`src/rtl/imem_loader_if.sv`:
```
// Byte-stream input and instruction-memory write bus of the boot loader.
// slave = loader side, master = stream source / memory side.
interface imem_loader_if;
  logic        rx_valid;
  logic [7:0]  rx_data;
  logic        rx_ready;
  logic        imem_we;
  logic [31:0] imem_addr;
  logic [31:0] imem_wdata;

  modport master (
    output rx_valid, rx_data,
    input  rx_ready, imem_we, imem_addr, imem_wdata
  );

  modport slave (
    input  rx_valid, rx_data,
    output rx_ready, imem_we, imem_addr, imem_wdata
  );
endinterface

```
`src/rtl/imem_loader.sv`:
```
// Boot-time instruction memory writer: length-prefixed big-endian byte stream -> word writes.
// Optional trailing XOR checksum byte enabled by defining LOADER_CHECKSUM_EN.
module imem_loader #(
  parameter int ADDR_W = 10
) (
  input  logic          clk,
  input  logic          rst_n,
  input  logic          start_i,
  imem_loader_if.slave  bus,
  output logic          load_active_o,
  output logic          done_o,
  output logic          error_o
);

  typedef enum logic [2:0] {
    S_IDLE,
    S_LEN_HI,
    S_LEN_LO,
    S_DATA,
`ifdef LOADER_CHECKSUM_EN
    S_CHECK,
`endif
    S_FINISH
  } state_t;

`ifdef LOADER_CHECKSUM_EN
  localparam state_t S_POST = S_CHECK;
`else
  localparam state_t S_POST = S_FINISH;
`endif

  localparam logic [32:0]       CAPACITY = 33'd1 << ADDR_W;
  localparam logic [ADDR_W-1:0] IDX_ONE  = ADDR_W'(1);

  state_t              state_q, state_d;
  logic                error_q;
  logic                we_q;
  logic [7:0]          len_hi_q;
  logic [15:0]         words_left_q;
  logic [ADDR_W-1:0]   word_idx_q;
  logic [1:0]          byte_cnt_q;
  logic [23:0]         asm_q;
  logic [31:0]         addr_q;
  logic [31:0]         wdata_q;
`ifdef LOADER_CHECKSUM_EN
  logic [7:0]          csum_q;
`endif

  logic        rdy;
  logic        accept;
  logic [15:0] n_len;
  logic        start_fire, len_hi_fire, len_lo_fire, data_fire, wr_fire, err_set;

  always_comb begin
    case (state_q)
      S_LEN_HI, S_LEN_LO, S_DATA: rdy = 1'b1;
`ifdef LOADER_CHECKSUM_EN
      S_CHECK:                    rdy = 1'b1;
`endif
      default:                    rdy = 1'b0;
    endcase
  end

  assign accept = bus.rx_valid && rdy;
  assign n_len  = {len_hi_q, bus.rx_data};

  always_comb begin
    state_d     = state_q;
    start_fire  = 1'b0;
    len_hi_fire = 1'b0;
    len_lo_fire = 1'b0;
    data_fire   = 1'b0;
    wr_fire     = 1'b0;
    err_set     = 1'b0;
    case (state_q)
      S_IDLE: begin
        if (start_i) begin
          start_fire = 1'b1;
          state_d    = S_LEN_HI;
        end
      end
      S_LEN_HI: begin
        if (accept) begin
          len_hi_fire = 1'b1;
          state_d     = S_LEN_LO;
        end
      end
      S_LEN_LO: begin
        if (accept) begin
          len_lo_fire = 1'b1;
          // Reject lengths that would wrap the word index over written memory.
          if ({17'd0, n_len} > CAPACITY) begin
            err_set = 1'b1;
            state_d = S_IDLE;
          end else if (n_len == 16'd0) begin
            state_d = S_POST;
          end else begin
            state_d = S_DATA;
          end
        end
      end
      S_DATA: begin
        if (accept) begin
          data_fire = 1'b1;
          if (byte_cnt_q == 2'd3) begin
            wr_fire = 1'b1;
            if (words_left_q == 16'd1) state_d = S_POST;
          end
        end
      end
`ifdef LOADER_CHECKSUM_EN
      S_CHECK: begin
        if (accept) begin
          if (bus.rx_data == csum_q) begin
            state_d = S_FINISH;
          end else begin
            err_set = 1'b1;
            state_d = S_IDLE;
          end
        end
      end
`endif
      S_FINISH: state_d = S_IDLE;
      default:  state_d = S_IDLE;
    endcase
  end

  always_ff @(posedge clk or negedge rst_n) begin
    if (!rst_n) begin
      state_q <= S_IDLE;
      error_q <= 1'b0;
      we_q    <= 1'b0;
    end else begin
      state_q <= state_d;
      we_q    <= wr_fire;
      if (start_fire)   error_q <= 1'b0;
      else if (err_set) error_q <= 1'b1;
    end
  end

  always_ff @(posedge clk or negedge rst_n) begin
    if (!rst_n) begin
      len_hi_q     <= '0;
      words_left_q <= '0;
      word_idx_q   <= '0;
      byte_cnt_q   <= '0;
      asm_q        <= '0;
      addr_q       <= '0;
      wdata_q      <= '0;
`ifdef LOADER_CHECKSUM_EN
      csum_q       <= '0;
`endif
    end else begin
      if (start_fire) begin
        words_left_q <= '0;
        word_idx_q   <= '0;
        byte_cnt_q   <= '0;
`ifdef LOADER_CHECKSUM_EN
        csum_q       <= '0;
`endif
      end
      if (len_hi_fire) len_hi_q     <= bus.rx_data;
      if (len_lo_fire) words_left_q <= n_len;
      if (data_fire) begin
        byte_cnt_q <= byte_cnt_q + 2'd1;
        asm_q      <= {asm_q[15:0], bus.rx_data};
`ifdef LOADER_CHECKSUM_EN
        csum_q     <= csum_q ^ bus.rx_data;
`endif
      end
      if (wr_fire) begin
        addr_q       <= 32'(word_idx_q) << 2;
        wdata_q      <= {asm_q, bus.rx_data};
        word_idx_q   <= word_idx_q + IDX_ONE;
        words_left_q <= words_left_q - 16'd1;
      end
    end
  end

  assign bus.rx_ready   = rdy;
  assign bus.imem_we    = we_q;
  assign bus.imem_addr  = addr_q;
  assign bus.imem_wdata = wdata_q;
  assign load_active_o  = (state_q != S_IDLE);
  assign done_o         = (state_q == S_FINISH);
  assign error_o        = error_q;

endmodule

```
`src/flat_wrapper.sv`:
```
// flat-port wrapper written by rule: the top's interface ports become plain ports
module imem_loader_flat 
#(
  parameter int ADDR_W = 10
)
  (clk, rst_n, start_i, load_active_o, done_o, error_o, bus_rx_valid, bus_rx_data, bus_rx_ready, bus_imem_we, bus_imem_addr, bus_imem_wdata);
  imem_loader_if bus_i ();
  input  logic clk;
  input  logic rst_n;
  input  logic start_i;
  output logic load_active_o;
  output logic done_o;
  output logic error_o;
  input wire logic [$bits(bus_i.rx_valid)-1:0] bus_rx_valid;
  input wire logic [$bits(bus_i.rx_data)-1:0] bus_rx_data;
  output wire logic [$bits(bus_i.rx_ready)-1:0] bus_rx_ready;
  output wire logic [$bits(bus_i.imem_we)-1:0] bus_imem_we;
  output wire logic [$bits(bus_i.imem_addr)-1:0] bus_imem_addr;
  output wire logic [$bits(bus_i.imem_wdata)-1:0] bus_imem_wdata;
  assign bus_i.rx_valid = bus_rx_valid;
  assign bus_i.rx_data = bus_rx_data;
  assign bus_rx_ready = bus_i.rx_ready;
  assign bus_imem_we = bus_i.imem_we;
  assign bus_imem_addr = bus_i.imem_addr;
  assign bus_imem_wdata = bus_i.imem_wdata;
  imem_loader #(.ADDR_W(ADDR_W)) u_core (.clk(clk), .rst_n(rst_n), .start_i(start_i), .bus(bus_i), .load_active_o(load_active_o), .done_o(done_o), .error_o(error_o));
endmodule
```
`config.mk`:
```
export PLATFORM = sky130hd
export DESIGN_NAME = imem_loader_flat
export DESIGN_NICKNAME = d
export VERILOG_FILES = /design/src/rtl/imem_loader_if.sv /design/src/rtl/imem_loader.sv /design/src/flat_wrapper.sv
export SDC_FILE = /design/constraint.sdc
export NUM_CORES = 1
export LEC_CHECK = 0
export CORE_MARGIN = 8
export CORE_UTILIZATION = 57
export DETAILED_ROUTE_END_ITERATION = 7
export HOLD_SLACK_MARGIN = 0.08
export PLACE_DENSITY = 0.85
export REMOVE_ABC_BUFFERS = 1
export SLEW_MARGIN = 25
export SYNTH_ARGS = -nofsm -noshare
export SYNTH_HDL_FRONTEND = slang
export SYNTH_SLANG_ARGS = --single-unit
```
`constraint.sdc`:
```
create_clock -name clk -period 4.05 [get_ports clk]
set_clock_uncertainty 0.2 [all_clocks]
set_input_delay 0.6075 -clock clk [delete_from_list [all_inputs] [get_ports clk]]
set_output_delay 0.6075 -clock clk [all_outputs]
set_load 0.01 [all_outputs]
```
==> results of run 1 <==
sequential cells by signal, summed over array words and instances, names as in the netlist, 2 cells and up:
signal                 flops
u_core.word_idx_q         10
u_core.byte_cnt_q          2
u_core.asm_q              24
u_core.bus.imem_addr      10
u_core.bus.imem_wdata     32
u_core.words_left_q       16
u_core.state_q             3
u_core.len_hi_q            8
how the worst min path moves through the flow:
stage                           endpoint  slack, ps
2_1_floorplan            u_core.asm_q[0]        110
3_3_place_gp   u_core.bus.imem_wdata[29]        250
3_5_place_dp   u_core.bus.imem_wdata[26]        260
4_1_cts          u_core.bus.imem_addr[3]        240
5_1_grt          u_core.bus.imem_addr[3]        120
6_report         u_core.bus.imem_addr[3]         60
per-stage QoR:
stage                     power, mW  std cells  util, %  worst slack, ps  hold slack [ps]
final                          3.32        683     68.2             1190             55.6
after global routing           3.53        683     68.2             1050              123
after CTS                      3.33        683     68.2             1240              242
after detailed placement       2.65        667     65.6              849              261
after global placement         2.59        667     65.6              969              249
after floorplan                2.25        497        -             -299              112
kinds of logic after synthesis:
group                      after synthesis
muxes                                   14
other                                    1
DFF                                    107
adders and majority gates                4
buffers and inverters                   53
and+or+nand+nor                        290
AOI/OAI and AO/OA                       51
xor gates and xnor gates                 2
routing by layer:
metal,GRT usage (%),up-vias
met5,0,-
met4,7.83,0
met3,3.17,18
met2,30.5,123
met1,23.9,1808
li1,-,1785
power groups by stage:
stage / sequential [mW] / clock, mW / combinational, mW
floorplan: 1.58 / 0 / 0.671
global placement: 1.61 / 0 / 0.984
detailed placement: 1.62 / 0 / 1.03
CTS: 1.61 / 0.693 / 1.03
global route: 1.65 / 0.737 / 1.14
finish: 1.61 / 0.678 / 1.03
Yosys cell counts, types with 3 or more instances:
library cell / count / area share (%)
sky130_fd_sc_hd__or2_2: 3 / 0.39
sky130_fd_sc_hd__buf_1: 4 / 0.31
sky130_fd_sc_hd__buf_2: 5 / 0.52
sky130_fd_sc_hd__nand4_1: 4 / 0.52
sky130_fd_sc_hd__a21oi_1: 5 / 0.52
sky130_fd_sc_hd__buf_4: 22 / 3.5
sky130_fd_sc_hd__nor4_1: 8 / 1.0
sky130_fd_sc_hd__and3_1: 3 / 0.39
sky130_fd_sc_hd__nor3_1: 10 / 1.0
sky130_fd_sc_hd__mux2i_1: 5 / 1.0
sky130_fd_sc_hd__inv_1: 6 / 0.47
sky130_fd_sc_hd__mux2_2: 8 / 1.9
sky130_fd_sc_hd__nand2_1: 221 / 17
sky130_fd_sc_hd__nor2_1: 16 / 1.3
sky130_fd_sc_hd__a221o_1: 10 / 2.1
sky130_fd_sc_hd__o21ai_0: 22 / 2.3
sky130_fd_sc_hd__dfrtp_1: 107 / 56
sky130_fd_sc_hd__clkbuf_1: 14 / 1.1
sky130_fd_sc_hd__nand3_1: 11 / 1.2
sky130_fd_sc_hd__ha_1: 4 / 1.0
area by class of cell:
cell class | count | area, sq um | share of cell area [%]
Sequential cell | 107 | 2680 | 48.0
Multi-Input combinational cell | 383 | 1900 | 34.0
Inverter | 7 | 26.3 | 0.471
Clock inverter | 4 | 55.1 | 0.987
Tap cell | 105 | 131 | 2.36
Timing Repair Buffer | 65 | 634 | 11.4
Clock buffer | 12 | 155 | 2.78
worst max-delay path, stage by stage:
cell and delay (ps):
sky130_fd_sc_hd__clkdlybuf4s50_1 590, sky130_fd_sc_hd__mux2i_1 170, sky130_fd_sc_hd__o21ai_0 230, sky130_fd_sc_hd__nor2b_1 710, sky130_fd_sc_hd__o21ai_0 200, sky130_fd_sc_hd__a221o_1 400
cell usage in the layout (no fill, tap or decap), types with 4 or more instances in the layout:
cell type,n
sky130_fd_sc_hd__conb_1,22
sky130_fd_sc_hd__mux2i_1,5
sky130_fd_sc_hd__clkbuf_8,11
sky130_fd_sc_hd__nand3_1,11
sky130_fd_sc_hd__ha_1,4
sky130_fd_sc_hd__mux2_2,8
sky130_fd_sc_hd__nor2_1,16
sky130_fd_sc_hd__buf_4,7
sky130_fd_sc_hd__a21oi_1,5
sky130_fd_sc_hd__o21ai_0,22
sky130_fd_sc_hd__clkdlybuf4s50_1,57
sky130_fd_sc_hd__inv_1,6
sky130_fd_sc_hd__nor3_1,10
sky130_fd_sc_hd__nand4_1,4
sky130_fd_sc_hd__nor4_1,8
sky130_fd_sc_hd__nand2_1,220
sky130_fd_sc_hd__dfrtp_1,107
sky130_fd_sc_hd__a221o_1,10
==> flow_results.org, run 1 <==
** Die
- Floorplan row count :: 33
- Number of ports placed on the die boundary :: 81
- In this run the standard cell core region covers 8180 sq um.
- The die covers 11600 sq um.
- Overall die height :: 108 um
- Horizontal die dimension :: 108 um
- Once the floorplan was initialized, standard cells occupied 58.5% of the core.

** Timing
- Setup total negative slack on the finished layout was measured at 0 ps.
- The worst pin sits at a relative slew slack of 36.7%.
- Final critical-path share of the clock period :: 70.5%
- For the pin with the worst max-slew slack, the measured transition is 946 ps.
- The number of hold-slack violations in the final timing report came to 0.
- The max-slew violation total from the final report is 0.
- Setup repair after global routing missed its margin :: no
- Highest achievable clock rate :: 0.350 GHz
- Finish-stage setup viols :: 0
- Minimum period implied by the final worst setup slack :: 2860 ps

** Clocking
- Resized Gates After CTS :: 0
- The number of hold buffers added after CTS was 0.
- Post-CTS setup buffer count :: 0
- In this run the number of H-tree levels came out at 3.
- Clock latency on the worst-skew pair, taken at its later pin, is 360 ps.
- Root Buffer :: sky130_fd_sc_hd__clkbuf_8
- No sink is reached through more buffers than the 2 on the longest clock path.
- Clock transition at the registers of the reported paths :: 90 ps
- TritonCTS built the clock tree.
- Clock Sink Count :: 107
- Counting the buffers created by CTS gives 9.

** Logic synthesis
- Compound-Gate Fraction of Synth Area :: 7.33%
- Portion of the post-synthesis area used by sequential elements :: 56.0%
- Share of synthesized registers carrying an async set or reset :: 100%
- Xor/xnor share of the synthesized area :: 0.366%
- Cell count after synthesis :: 522
- Summing the areas of all fa, ha and maj instances in the mapped netlist gives 1.05% of the synthesized area.
- In this run the mean area of a mapped cell was 9.16 sq um.
- YS warnings :: 0
- Synth Flop Type :: sky130_fd_sc_hd__dfrtp_1
- Library cells used by synthesis :: 47
- Of the total synthesized cell area, the portion taken by AND, OR, NAND and NOR gates is 25.9%.
- After synthesis, the largest family of logic cells by area is simple AND/OR/NAND/NOR gates.
- In this run the cell area of the synthesized design comes to 4780 sq um.
- Of the post-synthesis cell area, the part taken by muxes is 3.17%.
- Number of synthesized flops with an enable pin :: 0
- Counting flops and latches in the post-synthesis netlist gives 107.

** Global routing
- The number of global-route vias before repair was 3683.
- The initial antenna violation count was 0.
- Aggregate global routing overflow :: 0
- Across every metal layer, demand over resource in global routing totals 18.6%.
- Entering global routing, the biggest net connects 82 pins.
- The first global-routing pass estimated 17500 um of wire.

** Route
- DR WL/cell :: 15.3 um
- The routed layout has 3734 vias.
- Routed wl met2 :: 5010 um
- Detailed routing placed a total of 574 um of wire on met3.
- In this run, the number of DRC markers left after iteration 0 of detailed routing was 208.
- Top Metal Used :: met4
- After detailed routing, the number of remaining DRC violations is 0.
- In this run the remaining antenna-violating nets after routing total 0.
- The first detailed-routing pass ran for 5 iterations.
- In the final routing, the length of wire on met1 measures 4670 um.
- Final wirelength :: 10500 um
- Via-per-instance ratio :: 5.47

** Layout
- The repair_antennas step left the layout with diodes totalling 0.
- Final net count :: 589
- After filler insertion, the fill cell instance count of the layout stands at 648.
- From synthesis to final layout, the design area changed by 16.6%.
- In the final layout, the share of cells above drive strength 1 is 7.09%.
- Final Cell Area :: 5580 sq um

** Setup path
- Critical path endpoint :: u_core.words_left_q[14]
- Number of cell instances on the worst register-to-register path :: 5
- Data required, critical path :: 4100 ps
- STA classifies the critical path startpoint as an input pin.
- Launching point of the worst reg2reg path :: u_core.state_q[1]
- Maximum fanout along the worst path :: 12
- The worst setup path is of the input pin to flip-flop kind.
- Data on the critical path arrives at its endpoint at 2900 ps.
- Endpoint of the worst register-to-register path :: u_core.words_left_q[14]
- First element of the critical path :: bus_rx_valid
- Element type at the critical path end :: flip-flop
- FF-to-FF setup slack :: 1410 ps

** Placed design
- At the end of routability-driven placement, the weighted congestion stood at 0.826.
- Detailed placement finished with a half-perimeter wire length of 7140 um.
- Area post-placement :: 5360 sq um
- Port Buffers :: 58

** Power and ir drop
- Internal cell power :: 2.14 mW
- Combinational logic is responsible for 31.0% of the overall power.
- Standby leakage power :: 2.79 nW
- Switching share of power :: 35.4%
- For this design the ratio of total power to cell area is 595 nW/um^2.
- In this run, the clock network consumes 20.4% of the power.
- Psw :: 1.17 mW
- IR analysis of the VDD net gives a maximum drop of 0.000314 V.
- The share of total power dissipated in sequential elements is 48.6%.

** Flow run
- Across the run, the number of max-cap violations was 0.

** Hold path
- The tightest min-delay check is of the input pin to async pin type.

** Status
- The flow ran to the end, and the final reports show no timing, DRC or antenna violations.
Power figures use the tool's default switching activity.
==> run 2, diff against run 1 <==
--- a/config.mk
+++ b/config.mk
@@ -6,10 +6,10 @@
 export NUM_CORES = 1
 export LEC_CHECK = 0
 export CORE_MARGIN = 8
-export CORE_UTILIZATION = 57
+export CORE_UTILIZATION = 48
 export DETAILED_ROUTE_END_ITERATION = 7
 export HOLD_SLACK_MARGIN = 0.08
-export PLACE_DENSITY = 0.85
+export PLACE_DENSITY = 0.76
 export REMOVE_ABC_BUFFERS = 1
 export SLEW_MARGIN = 25
 export SYNTH_ARGS = -nofsm -noshare
==> constraint.sdc (replaced) <==
create_clock -name clk -period 2.5 [get_ports clk]
set_clock_uncertainty 0.2 [all_clocks]
set_input_delay 0.375 -clock clk [delete_from_list [all_inputs] [get_ports clk]]
set_output_delay 0.375 -clock clk [all_outputs]
set_load 0.01 [all_outputs]
==> flow_results.org, run 2 (synthesis gave the netlist of run 1 again) <==
** Global routing
- Largest net degree at the start of global routing :: 42
- Global-route usage over all layers :: 16.7%
- Initial antenna violation count :: 0
- Aggregate global routing overflow :: 0
- The first global-routing pass estimated 17700 um of wire.
- The number of global-route vias before repair was 3610.

** Layout
- In the layout the commonest cells are sky130_fd_sc_hd__nand2_1, sky130_fd_sc_hd__dfrtp_1, sky130_fd_sc_hd__clkdlybuf4s50_1, sky130_fd_sc_hd__buf_4.
- Number of standard cells in the final layout excluding fillers :: 740
- Of the cells placed in the final design, the portion with a size suffix greater than 1 is 11.9%.
- Final net count :: 618
- The register with the most flip-flops in the layout has 32 of them.
- Final Cell Area :: 5850 sq um
- The number of antenna diodes in the final layout is 0.
- Relative to the synthesized area, the layout overhead comes to 22.4%.
- Leading cell type in the layout, fill and taps excluded :: sky130_fd_sc_hd__nand2_1

** Clocking
- Counting every sink on the clock net gives 107.
- In this run, CTS created clock tree buffers numbering 9.
- Number of levels in the clock H-tree :: 3
- The clock passes through at most 2 buffers.
- Root Buffer :: sky130_fd_sc_hd__clkbuf_8
- Clock network latency to the later pin of the worst-skew pair :: 380 ps
- Clock transition at the registers of the reported paths :: 100 ps
- TritonCTS built the clock tree.

** Setup path
- The worst setup path is of the flip-flop to flip-flop kind.
- Startpoint class of the critical path :: flip-flop
- Maximum fanout along the worst path :: 4
- Data required, critical path :: 2560 ps
- Data arrival time of the critical path :: 2490 ps
- Element type at the critical path end :: flip-flop

** Timing
- Worst slack on hold paths :: 269 ps
- After layout, the minimum clock period comes to 2430 ps.
- Once routing completed, OpenROAD measured the worst setup slack at 68.4 ps.
- The number of hold-slack violations in the final timing report is 0.
- Finish-stage setup viols :: 0
- Setup repair after global routing left no endpoint under its margin.
- In the finished design, the share of the clock period the worst path needs comes to 97.3%.
- The max-slew violation total from the final report came to 0.
- Total negative slack for setup checks :: 0 ps
- Static timing analysis puts the maximum clock frequency at 0.411 GHz.

** Flow run
- Across the run, the number of max-cap violations was 0.

** Die
- Core area :: 9730 sq um
- Number of ports placed on the die boundary :: 81
- Measured along the y axis, the die boundary spans 116 um.
- Floorplan row count :: 36
- Effective utilization at floorplan :: 49.2%
- The floorplan step defined a die boundary enclosing 13400 sq um.
- Horizontal die dimension :: 116 um

** Power and ir drop
- IR analysis of the VDD net gives a maximum drop of 0.000362 V.
- For this design the ratio of total power to cell area is 953 nW/um^2.
- Standby leakage power :: 2.94 nW

** Route
- After detailed routing, the number of remaining DRC violations is 0.
- Detailed-routing iteration count for the pre-antenna-repair pass :: 4
- Routed wl met2 :: 5170 um
- Wire length on met1 :: 4660 um
- Wire segments on met3 add up to 710 um in the final route.
- Top Metal Used :: met4
- Starting DRT DRC Count :: 308
- In the final routed layout, each cell accounts on average for 14.5 um.
- The count of nets left with antenna violations once routing finished came out at 0.
- After detailed routing, the number of vias per cell comes to 5.17.
- After detailed routing, the total wire length is 10700 um.
- Number of vias after detailed routing :: 3823

** Status
- Outcome :: finished clean

** Placed design
- RD Place Congestion :: 0.817
- HPWL after detailed placement :: 7640 um
- Port buffering added 58 buffers.
- Summing all placed instances gives a cell area of 5610 sq um.
- Total instance count after detailed placement :: 721
- Before CTS, the worst setup slack after placement is 31.4 ps.

** Hold path
- Path category of the worst min-delay check :: input pin to async pin
run 2: repair_timing:
item / CTS / global route
hold endpoints to repair: 27 / 0
setup buffers: 0 / 2
setup endpoints to repair: 1 / 1
resized for setup: 1 / 1
hold buffers: 1 / 0
pin swaps: 0 / 2
run 2: power by group:
| part | switching, mW | internal (mW) | leakage [nW] |
|---|---|---|---|
| Combinational | 0.986 | 0.895 | 1.40 |
| Clock | 0.575 | 0.562 | 0.109 |
| Sequential | 0.371 | 2.19 | 1.44 |
run 2: layout make-up:
type / instances / area, sq um
clock inverter: 7 / 91.3
fill: 842 / 3870
timing repair buffer: 94 / 863
clock buffer: 9 / 124
multi-input combinational: 383 / 1910
sequential: 107 / 2680
inverter: 7 / 26.3
tap: 133 / 166
run 2: per-stage QoR:
step / utilization (%) / total power, mW
after floorplan: - / 3.64
after global placement: 57.6 / 4.30
after detailed placement: 57.6 / 4.40
after CTS: 60.0 / 5.54
after global routing: 60.2 / 5.93
final: 60.2 / 5.58
run 2: worst paths after layout:
path / start / endpoint / slack [ps] / depth (start not counted)
worst max-delay path: u_core.words_left_q[10] / u_core.state_q[1] / 70 / 5
worst max register to register: u_core.words_left_q[10] / u_core.state_q[1] / 70 / 5
max in group asynchronous: rst_n / u_core.bus.imem_wdata[29] / 1230 / 3
worst min register to register: u_core.asm_q[21] / u_core.bus.imem_wdata[29] / 280 / 2
min in group clk: u_core.asm_q[21] / u_core.bus.imem_wdata[29] / 280 / 2
worst min-delay path: rst_n / u_core.byte_cnt_q[0] / 270 / 2
run 2: worst max-delay path: stages (launching register included):
cell and delay (ps):
sky130_fd_sc_hd__dfrtp_1 390, sky130_fd_sc_hd__or4_4 550, sky130_fd_sc_hd__or4_4 460, sky130_fd_sc_hd__nor4b_2 220, sky130_fd_sc_hd__o22a_2 200, sky130_fd_sc_hd__mux2_4 300
run 2: layer usage:
metal / track usage [%] / vias up
li1: - / 1844
met5: 0 / -
met4: 6.14 / 0
met3: 3.70 / 13
met2: 27.1 / 95
met1: 21.4 / 1871
